[config.mk]
export PLATFORM = sky130hd
export DESIGN_NAME = part_2_trgt_upload_buf
export DESIGN_NICKNAME = d
export VERILOG_FILES = /design/src/rtl/part_2_trgt_upload_buf.sv
export SDC_FILE = /design/constraint.sdc
export NUM_CORES = 1
export LEC_CHECK = 0
export CELL_PAD_IN_SITES_DETAIL_PLACEMENT = 0
export CELL_PAD_IN_SITES_GLOBAL_PLACEMENT = 1
export CORE_AREA = 2 2 118 120
export CTS_CLUSTER_DIAMETER = 60
export CTS_CLUSTER_SIZE = 10
export DETAILED_ROUTE_END_ITERATION = 10
export DIE_AREA = 0 0 120 122
export PLACE_DENSITY = 0.79
export SLEW_MARGIN = 0
export SYNTH_ARGS = -nofsm -noshare
export SYNTH_HDL_FRONTEND = slang
export SYNTH_SLANG_ARGS = --single-unit
[constraint.sdc]
create_clock -name clk_i -period 4.2 [get_ports clk_i]
set_clock_uncertainty 0.15 [all_clocks]
set_input_delay 1.26 -clock clk_i [delete_from_list [all_inputs] [get_ports clk_i]]
set_output_delay 1.26 -clock clk_i [all_outputs]
set_load 0.005 [all_outputs]
[src/rtl/part_2_trgt_upload_buf.sv]
// rtl/part_2_trgt_upload_buf.sv - upload buffer for part 2 target samples with freeze request
//
// Captures one {valid, o_data} sample per synchronised clk_3 strobe and tags it
// with an 8-bit sequence number. Samples are held in a first-word-fall-through
// FIFO and handed to the transport via a valid/ready handshake. A mission-clock
// freeze is requested while the buffer is near full (hysteresis between
// FREEZE_LVL and RELEASE_LVL).
//
// Optional build macro: CS_UPLOAD_CHANGE_ONLY_EN
//   Defined: a sample equal to the last accepted one is skipped. The sequence
//   number still advances, so the receiver sees a gap meaning "unchanged".
//
// Ports:
//   clk_i, rst_ni        clock, asynchronous active-low reset
//   cap_stb_i            one-cycle capture strobe
//   valid_i, o_data_i    sample fields
//   tx_valid_o/tx_data_o/tx_seq_o/tx_ready_i   head-of-FIFO handshake
//   freeze_req_o         freeze request to mission clock 3
//   level_o              FIFO occupancy
//   overflow_o           sticky drop flag
//   drop_cnt_o           saturating drop count
//   clr_ovf_i            clears overflow_o and drop_cnt_o
module part_2_trgt_upload_buf #(
    parameter int DW          = 9,
    parameter int DEPTH       = 8,
    parameter int FREEZE_LVL  = DEPTH - 2,
    parameter int RELEASE_LVL = 2,
    localparam int AW         = $clog2(DEPTH)
) (
    input  logic          clk_i,
    input  logic          rst_ni,
    input  logic          cap_stb_i,
    input  logic          valid_i,
    input  logic [7:0]    o_data_i,
    output logic          tx_valid_o,
    output logic [DW-1:0] tx_data_o,
    output logic [7:0]    tx_seq_o,
    input  logic          tx_ready_i,
    output logic          freeze_req_o,
    output logic [AW:0]   level_o,
    output logic          overflow_o,
    output logic [7:0]    drop_cnt_o,
    input  logic          clr_ovf_i
);

    typedef enum logic {RUN, FROZEN} state_e;

    localparam logic [AW:0] FULL_L    = (AW+1)'(DEPTH);
    localparam logic [AW:0] FREEZE_L  = (AW+1)'(FREEZE_LVL);
    localparam logic [AW:0] RELEASE_L = (AW+1)'(RELEASE_LVL);
    localparam logic [AW:0] ONE_L     = (AW+1)'(1);

    logic [DW+7:0]  mem_q [DEPTH];
    logic [AW-1:0]  wr_ptr_q, rd_ptr_q;
    logic [AW:0]    level_q, level_d;
    logic [7:0]     seq_q;
    logic           ovf_q, ovf_d;
    logic [7:0]     drop_q, drop_d;
    state_e         state_q, state_d;

    logic [DW-1:0]  sample_w;
    logic           full_w, pop_w, push_w, drop_w, keep_w;

    assign sample_w = {valid_i, o_data_i};
    assign full_w   = (level_q == FULL_L);
    assign pop_w    = tx_valid_o && tx_ready_i;

`ifdef CS_UPLOAD_CHANGE_ONLY_EN
    // Last accepted sample; last_vld_q forces the first strobe after reset through.
    logic [DW-1:0] last_q;
    logic          last_vld_q;

    assign keep_w = !(last_vld_q && (sample_w == last_q));

    always_ff @(posedge clk_i or negedge rst_ni) begin
        if (!rst_ni) begin
            last_q     <= '0;
            last_vld_q <= 1'b0;
        end else if (push_w) begin
            last_q     <= sample_w;
            last_vld_q <= 1'b1;
        end
    end
`else
    assign keep_w = 1'b1;
`endif

    // A pop frees a slot in the same cycle, so a full FIFO still accepts.
    assign push_w = cap_stb_i && keep_w && (!full_w || pop_w);
    assign drop_w = cap_stb_i && keep_w && full_w && !pop_w;

    assign tx_valid_o   = (level_q != '0);
    assign tx_data_o    = tx_valid_o ? mem_q[rd_ptr_q][DW+7:8] : '0;
    assign tx_seq_o     = tx_valid_o ? mem_q[rd_ptr_q][7:0]    : '0;
    assign level_o      = level_q;
    assign overflow_o   = ovf_q;
    assign drop_cnt_o   = drop_q;
    assign freeze_req_o = (state_q == FROZEN);

    always_comb begin
        level_d = level_q;
        case ({push_w, pop_w})
            2'b10:   level_d = level_q + ONE_L;
            2'b01:   level_d = level_q - ONE_L;
            default: level_d = level_q;
        endcase
    end

    // A drop in the same cycle as a clear wins and restarts the count at 1.
    always_comb begin
        ovf_d  = ovf_q;
        drop_d = drop_q;
        if (drop_w) begin
            ovf_d  = 1'b1;
            drop_d = clr_ovf_i ? 8'd1 : ((drop_q == 8'hFF) ? drop_q : drop_q + 8'd1);
        end else if (clr_ovf_i) begin
            ovf_d  = 1'b0;
            drop_d = 8'd0;
        end
    end

    always_comb begin
        state_d = state_q;
        case (state_q)
            RUN:     if (level_d >= FREEZE_L)  state_d = FROZEN;
            FROZEN:  if (level_d <= RELEASE_L) state_d = RUN;
            default: state_d = RUN;
        endcase
    end

    always_ff @(posedge clk_i or negedge rst_ni) begin
        if (!rst_ni) begin
            wr_ptr_q <= '0;
            rd_ptr_q <= '0;
            level_q  <= '0;
            seq_q    <= 8'd0;
            ovf_q    <= 1'b0;
            drop_q   <= 8'd0;
            state_q  <= RUN;
        end else begin
            if (push_w) wr_ptr_q <= wr_ptr_q + 1'b1;
            if (pop_w)  rd_ptr_q <= rd_ptr_q + 1'b1;
            if (cap_stb_i) seq_q <= seq_q + 8'd1;
            level_q <= level_d;
            ovf_q   <= ovf_d;
            drop_q  <= drop_d;
            state_q <= state_d;
        end
    end

    // Storage needs no reset: outputs are masked while the FIFO is empty.
    always_ff @(posedge clk_i) begin
        if (push_w) mem_q[wr_ptr_q] <= {sample_w, seq_q};
    end

endmodule

==> flow_summary.json, run 1 <==
{
  "peakVddDrop_mv": 0.367,
  "rsz0062_at_grt": "no",
  "grt_pass1_vias": 3466,
  "ys_ff_latch": 164,
  "clock-sinks": 164,
  "drt-initial-drc-count": 295,
  "via_count": 3305,
  "crit_arrival_ns": 2.40,
  "final_antenna_net_count": 0,
  "tns_ns": 0,
  "layout_commonest_cell": "edfxtp_1",
  "syn_to_final_growth_pct": 19.5,
  "synth_edf_count": 136,
  "hold_buffers": 0,
  "layout_common_cells": "136 x edfxtp_1, 45 x clkdlybuf4s50_1, 34 x mux4_2",
  "wl_um": 11800,
  "die-height_um": 122,
  "grt_usage_pct": 17.5,
  "dp_hpwl_um": 6690,
  "drc_errors": 0,
  "antenna_found_initial": 0,
  "tritoncts.num_buffers": 17,
  "worstMarginPinSlew_ns": 0.872,
  "synth-async-reset-ratio_pct": 17.1,
  "drive_gt1_share_pct": 21.0,
  "stdcell_area_um2": 7890,
  "cts_tree": "yes",
  "ys_seq_area_share_pct": 72.4,
  "leakage_uw": 0.00276,
  "ys.flop_type": "edfxtp_1",
  "place_area_um2": 7350,
  "status": "completed",
  "wl_per_cell_um": 19.2,
  "hold_viol_final": 0,
  "fmax_ghz": 0.263,
  "worstSetupPathType": "reg2out",
  "worstPathRequired_ns": 2.79,
  "p_per_area_nw_per_um2": 690,
  "vias_per_cell": 5.38,
  "crit_chain": "or3_1, nor2_8, nor2_1, clkdlybuf4s50_1",
  "max-slew-margin-rel_pct": 41.7,
  "core-area_um2": 13500,
  "diodes": 0,
  "startpoint_type": "flop",
  "ctsHtreeMaxLevel": 4,
  "crit_path_max_fanout": 18,
  "yosysWarnings": 0,
  "synthCells": 357,
  "synth_fp_nets": 378,
  "critPathMaxStageDelay_ns": 0.57,
  "report.final.slew_viol_count": 0,
  "r2r_slack_ns": 0.81,
  "slowest_stage": "or3_1",
  "fin_crit_sh_pct": 90.7,
  "nNetsFinal": 442,
  "num_rows": 43,
  "drt-pass1-iter-count": 4,
  "period_needed_ns": 3.81,
  "finalPower_uw": 5450,
  "path_delay_family": "simple AND/OR/NAND/NOR gates",
  "clkTransAtPathRegs_ns": 0.06,
  "gp_congestion": 0.770,
  "crit_buf_inv": 1,
  "finalSetupViolations": 0,
  "ctsResizeCount": 0,
  "cap_violations": 0,
  "grt_start_max_net_pins": 33,
  "cts_setup_buffers": 0,
  "syn_avg_cell_area_um2": 18.5,
  "grt_overflow": 0,
  "io_buffers": 45,
  "dieArea_um2": 14600,
  "top_level_ports": 46,
  "start_util_pct": 48.9,
  "grt_first_pass_wirelength_um": 18700,
  "synth_cell_type_count": 43,
  "end_kind": "output port",
  "fp.dieW_um": 120,
  "clock_tree.root_cell": "clkbuf_16",
  "hp-class": "reg2reg",
  "clk_latency_ns": 0.42,
  "syn_area_um2": 6610,
  "clockBufferDepth": 2
}
through the flow:
| stage | cells | util [%] | setup WS (ns) | hold slack (ns) |
|---|---|---|---|---|
| after floorplan | 357 | - | 0.614 | 0.334 |
| after global placement | 582 | 54.5 | 0.215 | 0.314 |
| after detailed placement | 582 | 54.5 | 0.148 | 0.349 |
| after CTS | 614 | 58.5 | 0.338 | 0.357 |
| after global routing | 614 | 58.5 | 0.270 | 0.375 |
| final | 614 | 58.5 | 0.392 | 0.362 |
sequential cells by signal, indices dropped and copies added (netlist names):
| register | cells |
|---|---|
| drop_cnt_o | 8 |
| freeze_req_o | 1 |
| level_o | 4 |
| mem_q | 136 |
| overflow_o | 1 |
| rd_ptr_q | 3 |
| seq_q | 8 |
| wr_ptr_q | 3 |
cell usage after synthesis (3+ instances only):
library cell	n	area (um^2)
a21oi_1	4	20.0
buf_1	3	11.3
buf_2	5	25.0
clkbuf_1	5	18.8
dfrtp_1	28	701
edfxtp_1	136	4080
ha_1	7	87.6
mux2i_1	18	180
mux4_2	34	766
nand2_1	16	60.1
nand2b_1	3	18.8
nand3_1	6	30.0
nand3b_1	3	22.5
nand4_1	4	25.0
nor2_1	31	116
nor3_1	3	15.0
o21ai_0	3	15.0
xnor2_1	10	87.6
xor2_1	8	70.1
cell type report:
| class | count | area (um^2) |
|---|---|---|
| repair buffers | 60 | 588 |
| inverters | 3 | 11.3 |
| clock inverters | 11 | 88.8 |
| multi-input cells | 175 | 1740 |
| fillers | 1017 | 5610 |
| flip-flops and latches | 164 | 4790 |
| clock buffers | 21 | 450 |
| well taps | 180 | 225 |
layer usage:
metal  track usage (%)  share of wire [%]
met5                 0                  0
met4              5.74               0.67
met3              4.54                3.6
met2              28.6                 52
met1              23.3                 44
final timing paths:
path,from,endpoint,depth (start not counted)
worst max-delay path,level_o[2]$_DFF_PN0_,tx_seq_o[6],4
worst min-delay path,rd_ptr_q[2]$_DFFE_PN0P_,rd_ptr_q[2]$_DFFE_PN0P_,1
worst max register to register,level_o[2]$_DFF_PN0_,freeze_req_o$_DFF_PN0_,10
worst min register to register,rd_ptr_q[2]$_DFFE_PN0P_,rd_ptr_q[2]$_DFFE_PN0P_,1
max in group asynchronous,rst_ni,drop_cnt_o[3]$_DFFE_PN0P_,2
min in group asynchronous,rst_ni,wr_ptr_q[2]$_DFFE_PN0P_,1
where the power goes:
group | internal, uW | switching, uW
clock network | 823 | 579
registers | 2120 | 224
logic | 953 | 743
logic make-up (layout without fill, tap and decap cells):
kind of cell	after synthesis	in the layout	synth area share, %
AOI/OAI and AO/OA	13	13	1.23
buffers and inverters	18	95	1.34
adders and majority gates	7	7	1.33
muxes	55	55	14.9
DFF	164	164	72.4
xor gates and xnor gates	18	18	2.39
and+or+nand+nor	82	82	6.42
No activity file was read; power rests on OpenSTA's default activity.
==> inputs of run 2 (changes only) <==
--- a/config.mk
+++ b/config.mk
@@ -5,14 +5,16 @@
 export SDC_FILE = /design/constraint.sdc
 export NUM_CORES = 1
 export LEC_CHECK = 0
+export ABC_AREA = 1
+export CAP_MARGIN = 30
 export CELL_PAD_IN_SITES_DETAIL_PLACEMENT = 0
 export CELL_PAD_IN_SITES_GLOBAL_PLACEMENT = 1
-export CORE_AREA = 2 2 118 120
+export CORE_AREA = 2 2 125 127
 export CTS_CLUSTER_DIAMETER = 60
 export CTS_CLUSTER_SIZE = 10
 export DETAILED_ROUTE_END_ITERATION = 10
-export DIE_AREA = 0 0 120 122
-export PLACE_DENSITY = 0.79
+export DIE_AREA = 0 0 127 129
+export PLACE_DENSITY = 0.78
 export SLEW_MARGIN = 0
 export SYNTH_ARGS = -nofsm -noshare
 export SYNTH_HDL_FRONTEND = slang
==> flow_summary.json, run 2 <==
{
  "dp_hpwl_um": 8040,
  "clkTransAtPathRegs_ns": 0.06,
  "gp_congestion": 0.820,
  "hold_buffers": 0,
  "hp-class": "reg2reg",
  "die-height_um": 129,
  "peakVddDrop_mv": 0.430,
  "yosysTopAreaCell": "edfxtp_1",
  "ctsResizeCount": 0,
  "crit_buf_inv": 2,
  "finalPower_uw": 5910,
  "ctsHtreeMaxLevel": 4,
  "ys_ff_latch": 164,
  "finalSetupViolations": 0,
  "slowest_stage": "clkdlybuf4s50_1",
  "hold_viol_final": 0,
  "layout_common_cells": "138 x nor2_1, 136 x edfxtp_1, 74 x o21ai_0",
  "clock-sinks": 164,
  "reg2reg_from": "level_o[1]$_DFF_PN0_",
  "r2r_end": "freeze_req_o$_DFF_PN0_",
  "leakage_uw": 0.00304,
  "num_rows": 45,
  "diodes": 0,
  "r2r_cells": 14,
  "via_count": 4447,
  "fp.dieW_um": 127,
  "stdcell_area_um2": 8170,
  "nFillCells": 1256,
  "synth_fp_nets": 616,
  "p_per_area_nw_per_um2": 723,
  "ys_seq_area_share_pct": 69.4,
  "grt_first_pass_wirelength_um": 22300,
  "drt-pass1-iter-count": 5,
  "hold_path_end": "overflow_o$_DFFE_PN0P_",
  "clk_latency_ns": 0.42,
  "clock_tree.root_cell": "clkbuf_16",
  "fin_crit_sh_pct": 92.6,
  "fmax_ghz": 0.257,
  "grt_overflow": 0,
  "synthCells": 595,
  "drive_gt1_share_pct": 8.03,
  "yosysWarnings": 0,
  "nNetsFinal": 669,
  "tritoncts.num_buffers": 17,
  "synth_edf_count": 136,
  "crit_arrival_ns": 2.48,
  "period_needed_ns": 3.89,
  "min_path_cells": 2,
  "path_delay_family": "buffers and inverters",
  "end_kind": "output port",
  "antenna_found_initial": 0,
  "worstMarginPinSlew_ns": 0.916,
  "report.final.slew_viol_count": 0,
  "wl_um": 14100,
  "largest_register": "mem_q",
  "vias_per_cell": 5.24,
  "io_buffers": 45,
  "status": "completed",
  "final_core_util_pct": 54.6,
  "drc_errors": 0,
  "grt_start_max_net_pins": 70,
  "critPathMaxStageDelay_ns": 0.55,
  "critPathLaunch": "rd_ptr_q[1]$_DFFE_PN0P_",
  "final_antenna_net_count": 0,
  "syn_area_um2": 6900,
  "synth-async-reset-ratio_pct": 17.1,
  "largest_reg_flops": 136,
  "rsz0062_at_grt": "no",
  "cts_tree": "yes",
  "cap_violations": 0,
  "yosysMostFrequentCell": "nor2_1",
  "cpMostUsedCell": "nor2_1",
  "wl_per_cell_um": 16.6,
  "layout_commonest_cell": "nor2_1",
  "min_from": "overflow_o$_DFFE_PN0P_",
  "grt_pass1_vias": 4282,
  "synth.top_cells.by_count": "138 x nor2_1, 136 x edfxtp_1, 74 x o21ai_0, 71 x nand2_1, 28 x dfrtp_1",
  "worstSetupPathType": "reg2out",
  "cts_setup_buffers": 0,
  "clockBufferDepth": 2,
  "worstPathRequired_ns": 2.79,
  "start_util_pct": 46.0,
  "grt_usage_pct": 18.2,
  "crit_chain": "buf_4, o21ai_0, o22ai_1, nor2_1, nor2_1, clkdlybuf4s50_1",
  "core-area_um2": 15000,
  "ys.flop_type": "edfxtp_1",
  "startpoint_type": "flop",
  "crit_path_max_fanout": 52,
  "synth_top_cell_area_share_pct": 59.2,
  "syn_avg_cell_area_um2": 11.6,
  "r2r_slack_ns": 1.31,
  "syn_to_final_growth_pct": 18.5,
  "drt-initial-drc-count": 335,
  "synth_cell_type_count": 32,
  "top_level_ports": 46,
  "whs_ns": 0.332,
  "max-slew-margin-rel_pct": 38.7,
  "dieArea_um2": 16400,
  "tns_ns": 0,
  "place_area_um2": 7580,
  "synth_area_leaders": "edfxtp_1 59%, dfrtp_1 10%, nor2_1 7.5%"
}
-- run 2: through the flow --
step,setup WS (ns),std cells
6_report,0.310,848
5_1_grt,0.134,848
4_1_cts,0.305,848
3_5_place_dp,0.567,817
3_3_place_gp,0.598,817
2_1_floorplan,1.13,595
-- run 2: cells by family after synthesis --
group,count (synthesis),synth area share [%]
compound gates,112,9.16
xor+xnor,13,1.65
fa+ha+maj,7,1.27
buf+inv,53,3.59
flops,164,69.4
simple gates,246,14.9
-- run 2: cell type report --
class                           count  area, um^2  share of cell area, %
Multi-Input combinational cell    378        1860                   22.8
Tap cell                          188         235                   2.88
Inverter                           26        97.6                   1.19
Clock inverter                     13         165                   2.02
Clock buffer                       18         429                   5.25
Timing Repair Buffer               61         596                   7.29
Sequential cell                   164        4790                   58.6
-- run 2: worst register-to-register path, stage by stage, from the launching register on --
cell and delay, ns:
dfrtp_1 0.46, nor2_4 0.18, nand2_2 0.34, nand2_1 0.23
inv_1 0.12, ha_1 0.27, nand2_1 0.08, inv_1 0.05
nor2_1 0.12, ha_1 0.24, nand2_1 0.07, nand2_1 0.07
or2_2 0.27, nand2_1 0.07, nand3_1 0.06
-- run 2: worst max path at each step --
stage,slack (ns),to,cells after the start
final,0.31,tx_seq_o[4],6
after global routing,0.13,tx_seq_o[5],6
after CTS,0.31,tx_seq_o[5],7
after detailed placement,0.57,freeze_req_o$_DFF_PN0_,14
after global placement,0.60,freeze_req_o$_DFF_PN0_,14
after floorplan,1.13,mem_q[0][0]$_DFFE_PP_,5
-- run 2: metal layers --
| metal | up-vias | global-route usage (%) | wire length (um) |
|---|---|---|---|
| met4 | 0 | 6.92 | 146 |
| met1 | 2144 | 23.9 | 6310 |
| li1 | 2191 | - | - |
| met5 | - | 0 | 0 |
| met3 | 11 | 4.37 | 877 |
| met2 | 101 | 29.8 | 6770 |
-- run 2: power breakdown --
part           total, uW  switching [uW]  internal [uW]
logic               1990            1130            855
registers           2360             231           2130
clock network       1560             583            978
